### src/rtl/video_pattern_compositor_if.sv
// Video stream bundle for the pattern compositor.
// Carries generator timing, active coordinates and the camera pixel in,
// and the composited RGB888 pixel with its delayed syncs out.
//   in_hs/in_vs/in_de : timing from the generator, active high
//   in_x/in_y         : active coordinates, valid while in_de=1
//   cam_r/cam_g/cam_b : RGB565 camera pixel, aligned with in_de
//   out_hs/vs/de      : syncs delayed to match the pixel pipeline
//   out_r/out_g/out_b : composited RGB888 pixel
// master drives the stream in (timing side); slave is the compositor.
interface video_pattern_compositor_if #(
  parameter int unsigned COORD_W = 11
);
  logic               in_hs;
  logic               in_vs;
  logic               in_de;
  logic [COORD_W-1:0] in_x;
  logic [COORD_W-1:0] in_y;
  logic [4:0]         cam_r;
  logic [5:0]         cam_g;
  logic [4:0]         cam_b;
  logic               out_hs;
  logic               out_vs;
  logic               out_de;
  logic [7:0]         out_r;
  logic [7:0]         out_g;
  logic [7:0]         out_b;

  modport master (
    output in_hs, in_vs, in_de, in_x, in_y, cam_r, cam_g, cam_b,
    input  out_hs, out_vs, out_de, out_r, out_g, out_b
  );

  modport slave (
    input  in_hs, in_vs, in_de, in_x, in_y, cam_r, cam_g, cam_b,
    output out_hs, out_vs, out_de, out_r, out_g, out_b
  );
endinterface

### src/rtl/video_pattern_compositor.sv
// Test-pattern generator and camera compositor for the pixel-clock domain.
// Produces one of four patterns (colour bars, gradient, checkerboard,
// moving bar) and overlays RGB565 camera data beyond a horizontal or
// vertical split. Control inputs are shadowed on the rising edge of in_vs.
// Ports:
//   clk, rst_n      : pixel clock, asynchronous active-low reset
//   pat_mode        : 0 bars, 1 gradient, 2 checkerboard, 3 moving bar
//   split_dir       : 0 split on y (camera below), 1 split on x (camera right)
//   split_pos       : first camera line/column
//   cam_en          : enable camera region
//   vid             : video stream (slave modport), 2-cycle latency
//   frame_cnt       : frames seen since reset, wraps
// Optional: define VIDEO_PATTERN_BORDER_EN to force a one-pixel white
// border around the active area over both pattern and camera.
module video_pattern_compositor #(
  parameter int unsigned H_ACTIVE    = 1280,
  parameter int unsigned V_ACTIVE    = 720,
  parameter int unsigned COORD_W     = 11,
  parameter int unsigned NUM_BARS    = 16,
  parameter int unsigned CHECK_SHIFT = 5,
  parameter int unsigned SCROLL_STEP = 4,
  parameter int unsigned BAR_W       = 32
) (
  input  logic                     clk,
  input  logic                     rst_n,
  input  logic [1:0]               pat_mode,
  input  logic                     split_dir,
  input  logic [COORD_W-1:0]       split_pos,
  input  logic                     cam_en,
  video_pattern_compositor_if.slave vid,
  output logic [7:0]               frame_cnt
);

  localparam int unsigned        EXT_W    = COORD_W + 1;
  localparam int unsigned        BAR_PIX  = H_ACTIVE / NUM_BARS;
  localparam logic [COORD_W-1:0] BAR_LAST = COORD_W'(BAR_PIX - 1);
  localparam logic [COORD_W-1:0] POS_RST  = COORD_W'(V_ACTIVE / 2);
  localparam logic [EXT_W-1:0]   H_EXT    = EXT_W'(H_ACTIVE);
  localparam logic [EXT_W-1:0]   STEP_EXT = EXT_W'(SCROLL_STEP);
  localparam logic [EXT_W-1:0]   BARW_EXT = EXT_W'(BAR_W);

  logic               vs_q;
  logic               vs_rise;
  logic [1:0]         mode_s;
  logic               dir_s;
  logic [COORD_W-1:0] pos_s;
  logic               cam_en_s;
  logic [COORD_W-1:0] scroll;
  logic [EXT_W-1:0]   scroll_sum;
  logic [COORD_W-1:0] scroll_nxt;
  logic [COORD_W-1:0] pix_cnt;
  logic [2:0]         bar_idx;
  logic [EXT_W-1:0]   x_ext;
  logic [EXT_W-1:0]   bar_start;
  logic [EXT_W-1:0]   bar_end;
  logic               mbar_white;
  logic               chk_white;
  logic               in_cam;
  logic [23:0]        pat_rgb;
  logic [23:0]        cam_rgb;
  logic [23:0]        pix_sel;
  logic               hs1;
  logic               vs1;
  logic               de1;
  logic [23:0]        pix1;

  assign vs_rise = vid.in_vs & ~vs_q;

  // Scroll advance with wrap back into the active width.
  assign scroll_sum = {1'b0, scroll} + STEP_EXT;
  assign scroll_nxt = (scroll_sum >= H_EXT) ? COORD_W'(scroll_sum - H_EXT)
                                            : COORD_W'(scroll_sum);

  // Frame-boundary shadowing, frame counter and scroll position.
  always_ff @(posedge clk or negedge rst_n) begin
    if (!rst_n) begin
      vs_q      <= 1'b0;
      mode_s    <= 2'd0;
      dir_s     <= 1'b0;
      pos_s     <= POS_RST;
      cam_en_s  <= 1'b0;
      frame_cnt <= 8'd0;
      scroll    <= '0;
    end else begin
      vs_q <= vid.in_vs;
      if (vs_rise) begin
        mode_s    <= pat_mode;
        dir_s     <= split_dir;
        pos_s     <= split_pos;
        cam_en_s  <= cam_en;
        frame_cnt <= frame_cnt + 8'd1;
        scroll    <= scroll_nxt;
      end
    end
  end

  // Divider-free bar tracking; only the low three bits of the bar index
  // matter because the palette repeats every eight bars.
  always_ff @(posedge clk or negedge rst_n) begin
    if (!rst_n) begin
      pix_cnt <= '0;
      bar_idx <= 3'd0;
    end else if (!vid.in_de) begin
      pix_cnt <= '0;
      bar_idx <= 3'd0;
    end else if (pix_cnt == BAR_LAST) begin
      pix_cnt <= '0;
      bar_idx <= bar_idx + 3'd1;
    end else begin
      pix_cnt <= pix_cnt + COORD_W'(1);
    end
  end

  // Moving bar, including the segment that wraps past the right edge.
  assign x_ext      = {1'b0, vid.in_x};
  assign bar_start  = {1'b0, scroll};
  assign bar_end    = bar_start + BARW_EXT;
  assign mbar_white = ((x_ext >= bar_start) && (x_ext < bar_end)) ||
                      ((bar_end > H_EXT) && (x_ext < (bar_end - H_EXT)));

  assign chk_white = vid.in_x[CHECK_SHIFT] ^ vid.in_y[CHECK_SHIFT];

  // Pattern pixel; bar palette bits are r=~i[1], g=~i[2], b=~i[0].
  always_comb begin
    pat_rgb = '0;
    case (mode_s)
      2'd0:    pat_rgb = {{8{~bar_idx[1]}}, {8{~bar_idx[2]}}, {8{~bar_idx[0]}}};
      2'd1:    pat_rgb = {vid.in_x[7:0], vid.in_y[7:0], frame_cnt};
      2'd2:    pat_rgb = {24{chk_white}};
      default: pat_rgb = {24{mbar_white}};
    endcase
  end

  // RGB565 to RGB888 by replicating the top bits into the low bits.
  assign cam_rgb = {vid.cam_r, vid.cam_r[4:2],
                    vid.cam_g, vid.cam_g[5:4],
                    vid.cam_b, vid.cam_b[4:2]};

  assign in_cam = cam_en_s && (dir_s ? (vid.in_x >= pos_s) : (vid.in_y >= pos_s));

`ifdef VIDEO_PATTERN_BORDER_EN
  localparam logic [COORD_W-1:0] X_LAST = COORD_W'(H_ACTIVE - 1);
  localparam logic [COORD_W-1:0] Y_LAST = COORD_W'(V_ACTIVE - 1);
  logic on_border;
  assign on_border = (vid.in_x == '0) || (vid.in_x == X_LAST) ||
                     (vid.in_y == '0) || (vid.in_y == Y_LAST);
  assign pix_sel   = on_border ? 24'hFF_FFFF : (in_cam ? cam_rgb : pat_rgb);
`else
  assign pix_sel   = in_cam ? cam_rgb : pat_rgb;
`endif

  // Two-stage pixel/sync pipeline; blanking is forced black at the output.
  always_ff @(posedge clk or negedge rst_n) begin
    if (!rst_n) begin
      hs1        <= 1'b0;
      vs1        <= 1'b0;
      de1        <= 1'b0;
      pix1       <= '0;
      vid.out_hs <= 1'b0;
      vid.out_vs <= 1'b0;
      vid.out_de <= 1'b0;
      vid.out_r  <= 8'd0;
      vid.out_g  <= 8'd0;
      vid.out_b  <= 8'd0;
    end else begin
      hs1        <= vid.in_hs;
      vs1        <= vid.in_vs;
      de1        <= vid.in_de;
      pix1       <= pix_sel;
      vid.out_hs <= hs1;
      vid.out_vs <= vs1;
      vid.out_de <= de1;
      {vid.out_r, vid.out_g, vid.out_b} <= de1 ? pix1 : 24'd0;
    end
  end

endmodule
### src/flat_wrapper.sv
// flat-port wrapper written by rule: the top's interface ports become plain ports
module video_pattern_compositor_flat 
#(
  parameter int unsigned H_ACTIVE    = 1280,
  parameter int unsigned V_ACTIVE    = 720,
  parameter int unsigned COORD_W     = 11,
  parameter int unsigned NUM_BARS    = 16,
  parameter int unsigned CHECK_SHIFT = 5,
  parameter int unsigned SCROLL_STEP = 4,
  parameter int unsigned BAR_W       = 32
)
  (clk, rst_n, pat_mode, split_dir, split_pos, cam_en, frame_cnt, vid_in_hs, vid_in_vs, vid_in_de, vid_in_x, vid_in_y, vid_cam_r, vid_cam_g, vid_cam_b, vid_out_hs, vid_out_vs, vid_out_de, vid_out_r, vid_out_g, vid_out_b);
  video_pattern_compositor_if #(.COORD_W(COORD_W)) vid_i ();
  input  logic clk;
  input  logic rst_n;
  input  logic [1:0] pat_mode;
  input  logic split_dir;
  input  logic [COORD_W-1:0] split_pos;
  input  logic cam_en;
  output logic [7:0] frame_cnt;
  input wire logic [$bits(vid_i.in_hs)-1:0] vid_in_hs;
  input wire logic [$bits(vid_i.in_vs)-1:0] vid_in_vs;
  input wire logic [$bits(vid_i.in_de)-1:0] vid_in_de;
  input wire logic [$bits(vid_i.in_x)-1:0] vid_in_x;
  input wire logic [$bits(vid_i.in_y)-1:0] vid_in_y;
  input wire logic [$bits(vid_i.cam_r)-1:0] vid_cam_r;
  input wire logic [$bits(vid_i.cam_g)-1:0] vid_cam_g;
  input wire logic [$bits(vid_i.cam_b)-1:0] vid_cam_b;
  output wire logic [$bits(vid_i.out_hs)-1:0] vid_out_hs;
  output wire logic [$bits(vid_i.out_vs)-1:0] vid_out_vs;
  output wire logic [$bits(vid_i.out_de)-1:0] vid_out_de;
  output wire logic [$bits(vid_i.out_r)-1:0] vid_out_r;
  output wire logic [$bits(vid_i.out_g)-1:0] vid_out_g;
  output wire logic [$bits(vid_i.out_b)-1:0] vid_out_b;
  assign vid_i.in_hs = vid_in_hs;
  assign vid_i.in_vs = vid_in_vs;
  assign vid_i.in_de = vid_in_de;
  assign vid_i.in_x = vid_in_x;
  assign vid_i.in_y = vid_in_y;
  assign vid_i.cam_r = vid_cam_r;
  assign vid_i.cam_g = vid_cam_g;
  assign vid_i.cam_b = vid_cam_b;
  assign vid_out_hs = vid_i.out_hs;
  assign vid_out_vs = vid_i.out_vs;
  assign vid_out_de = vid_i.out_de;
  assign vid_out_r = vid_i.out_r;
  assign vid_out_g = vid_i.out_g;
  assign vid_out_b = vid_i.out_b;
  video_pattern_compositor #(.H_ACTIVE(H_ACTIVE), .V_ACTIVE(V_ACTIVE), .COORD_W(COORD_W), .NUM_BARS(NUM_BARS), .CHECK_SHIFT(CHECK_SHIFT), .SCROLL_STEP(SCROLL_STEP), .BAR_W(BAR_W)) u_core (.clk(clk), .rst_n(rst_n), .pat_mode(pat_mode), .split_dir(split_dir), .split_pos(split_pos), .cam_en(cam_en), .vid(vid_i), .frame_cnt(frame_cnt));
endmodule
### config.mk
export PLATFORM = sky130hd
export DESIGN_NAME = video_pattern_compositor_flat
export DESIGN_NICKNAME = d
export VERILOG_FILES = /design/src/rtl/video_pattern_compositor_if.sv /design/src/rtl/video_pattern_compositor.sv /design/src/flat_wrapper.sv
export SDC_FILE = /design/constraint.sdc
export NUM_CORES = 1
export LEC_CHECK = 0
export ABC_AREA = 1
export ABC_CLOCK_PERIOD_IN_PS = 4800
export CAP_MARGIN = 25
export CORE_MARGIN = 3
export CORE_UTILIZATION = 47
export DETAILED_ROUTE_END_ITERATION = 8
export GPL_ROUTABILITY_DRIVEN = 0
export PLACE_DENSITY = 0.8
export SYNTH_ARGS = -nofsm -noshare
export SYNTH_HDL_FRONTEND = slang
export SYNTH_SLANG_ARGS = --single-unit
### constraint.sdc
create_clock -name clk -period 4.8 [get_ports clk]
set_input_delay 0.96 -clock clk [delete_from_list [all_inputs] [get_ports clk]]
set_output_delay 0.96 -clock clk [all_outputs]
set_load 0.03 [all_outputs]
==> metrics <==
gr usage total=20.57%; IO Count=93; WS Path Type=in2reg; area of the multi-input gates=2643 sq um; initial antenna violation count=0; Req. time, crit path=approximately 5.0 ns; most frequent cells in the layout=183 x nand2_1, 96 x dfrtp_1, 91 x clkdlybuf4s50_1; Post-DRT Antenna Nets=0; Final Max Tran Viols=0; flops & latches, synth=100; register area share after synthesis=44.71%; CTS max path bufs=2; DRC=0; status=completed; # nets final=865; Worst EP arrival=3.33 ns; largest area contributor in the netlist=dfrtp_1; final setup violating endpoints=0; Mapped Cells=668; Worst-Skew Late Latency=0.34 ns; fmax=322.1 MHz; GRT Residual Overflow=0; 1st-iter DRT viols=298; Area growth syn-to-layout=23.56%; final setup TNS=0 ns; Synth area leaders=dfrtp_1 43%, nand2_1 12%, ha_1 11%; first-pass GRT wire length=21.88 mm; post-CTS setup repair buffer count=0; HP Class=reg2reg; row count=39; Post-Route WL=13.19 mm; hpwl dp=10.02 mm; Core ar.=~12,000 sq um; H-tree depth=3; Root Driver=clkbuf_16; # diodes=0; largest net degree at the start of global routing=between 70 and 80; die height=about 120 um; Gates resized, CTS repair=0; VDD IR max=0.1940 mV; flip-flop and latch area=approximately 2500 sq um; Leakage=roughly 3.5 nW; # port buffers=92; CTS buffer count=9; period utilization=64.68%; Critical Path End Type=flop; Synth top area share=42.84%; TritonRoute pass-1 iters=7; layout cell share with drive strength beyond 1=between 8 and 9%; commonest non-fill, non-tap cell in the layout=nand2_1; Fill cells=974; RSZ-0062 raised after global routing=no; Worst slew margin=roughly 41%; fin area=6929 sq um; Initial Util=48.70%; die footprint=about 13,000 sq um; Max Cap Viol=0; CP startpoint kind=input port; via count=4,687; Least-Margin Pin Slew=0.8872 ns; CTS tree=yes; die width=roughly 120 um; Worst Skew=between 0.008 and 0.009 ns; clk slew on worst S/H paths=0.06 ns; crit-path max FO=24; Final Hold Vio Count=0; PwrDens=between 400 and 500 nW/um^2; DR vias/cell=5.190; Sink Count=100; syn_area_per_cell=8.395 sq um; Mapped Area=5608 sq um; placed cell area=6618 sq um; post-synthesis cell type count=38; Final min period=3.105 ns; number of global-route vias before repair=between 4,000 and 5,000; Post-CTS Hold Buffers=0; synth warn=0; Synth Net Count=777; wire per inst=14.60 um
-- path summary, 6_finish.rpt --
path                            slack, ns  cells after the start           endpoint              from
worst max-delay path                 1.70                     20     u_core.pix1[2]       vid_in_x[5]
worst min-delay path                 0.35                      0  u_core.vid.out_hs        u_core.hs1
worst max register to register       1.70                     17     u_core.pix1[2]  u_core.scroll[5]
worst min register to register       0.35                      0  u_core.vid.out_hs        u_core.hs1
max in group asynchronous            3.11                      2    u_core.pos_s[3]             rst_n
min in group asynchronous            0.75                      1  u_core.pix_cnt[8]             rst_n
-- final cells by class --
cell class	instances	share of cell area, %
flip-flops and latches	100	36.19
repair buffers	96	13.74
clock buffers	10	3.304
inverters	89	4.857
multi-input cells	460	38.14
well taps	143	2.582
clock inverters	5	1.192
-- worst max-delay path: stages --
cell and delay [ns]:
clkdlybuf4s50_1 0.65, ha_1 0.32, inv_1 0.09, nand2_1 0.05
nor2_1 0.13, nand2_1 0.08, nand3_1 0.07, nand2_1 0.05
nand2_1 0.05, nand2_1 0.05, nand2_1 0.05, nand2_1 0.04
nand2_1 0.05, nand2_1 0.04, nand2_1 0.07, nand2_2 0.06
nand2_4 0.27, nand2_1 0.10, nand2_1 0.09, nand2_1 0.06
-- cells in the mapped netlist --
cell type,n
a21bo_1,1
nand2_4,1
nand2_2,23
a21o_1,1
a311oi_1,15
clkinv_1,2
inv_4,1
ha_1,51
o311ai_1,2
buf_6,2
buf_2,1
xor2_1,19
dfstp_2,4
nand2_1,183
nor2_2,3
a21oi_1,23
clkbuf_1,13
xnor2_1,2
nor3_1,20
o21ai_1,4
dfrtp_1,96
a22oi_1,1
nor3b_1,2
buf_12,2
a31oi_1,1
nand3_1,22
nand4_1,13
buf_4,1
nand3_2,1
nor2_1,43
inv_2,10
a211oi_2,1
inv_1,76
a21oi_2,1
o31ai_1,1
a211oi_1,1
o21ai_0,24
o21a_1,1
-- routing by layer --
layer | wire [um] | share of wire, % | track usage [%]
met4 | 221 | 1.7 | 6.338
met1 | 5808 | 44 | 27.28
met3 | 644 | 4.9 | 2.684
met2 | 6514 | 49 | 35.22
met5 | 0 | 0 | 0
-- state kept, by name (all words and copies together) (netlist names), 3 cells and up --
name,count
u_core.frame_cnt,8
u_core.vid.out_r,8
u_core.pos_s,11
u_core.vid.out_g,8
u_core.bar_idx,3
u_core.scroll,9
u_core.pix1,24
u_core.pix_cnt,11
u_core.vid.out_b,8
-- metrics by stage --
step                      util, %  hold slack, ns  total power, W  std cells  setup WS (ns)
after global placement      57.37          0.3395        0.002382        887          1.506
final                       60.17          0.3501        0.003216        903          1.695
after detailed placement    57.46          0.3378        0.002444        888          1.386
after floorplan                 -          0.3312        0.002037        668          2.312
after CTS                   60.17          0.3528        0.003228        903          1.700
after global routing        60.17          0.3541        0.003441        903          1.362
-- cells by family after synthesis --
logic type | synth area share, %
AO/OA/AOI/OAI | 8.546
XOR/XNOR | 3.280
adder cells (fa/ha/maj) | 11.38
buffers and inverters | 8.211
flip-flops | 44.71
AND/OR/NAND/NOR | 23.87
-- report_power, final --
part	internal, W	total, W	switching, W	leakage [nW]
registers	0.00104	0.00118	0.000145	1.23
logic	0.000503	0.00127	0.000763	2.13
clock network	0.000457	0.000768	0.000311	0.153
Power figures use the tool's default switching activity.
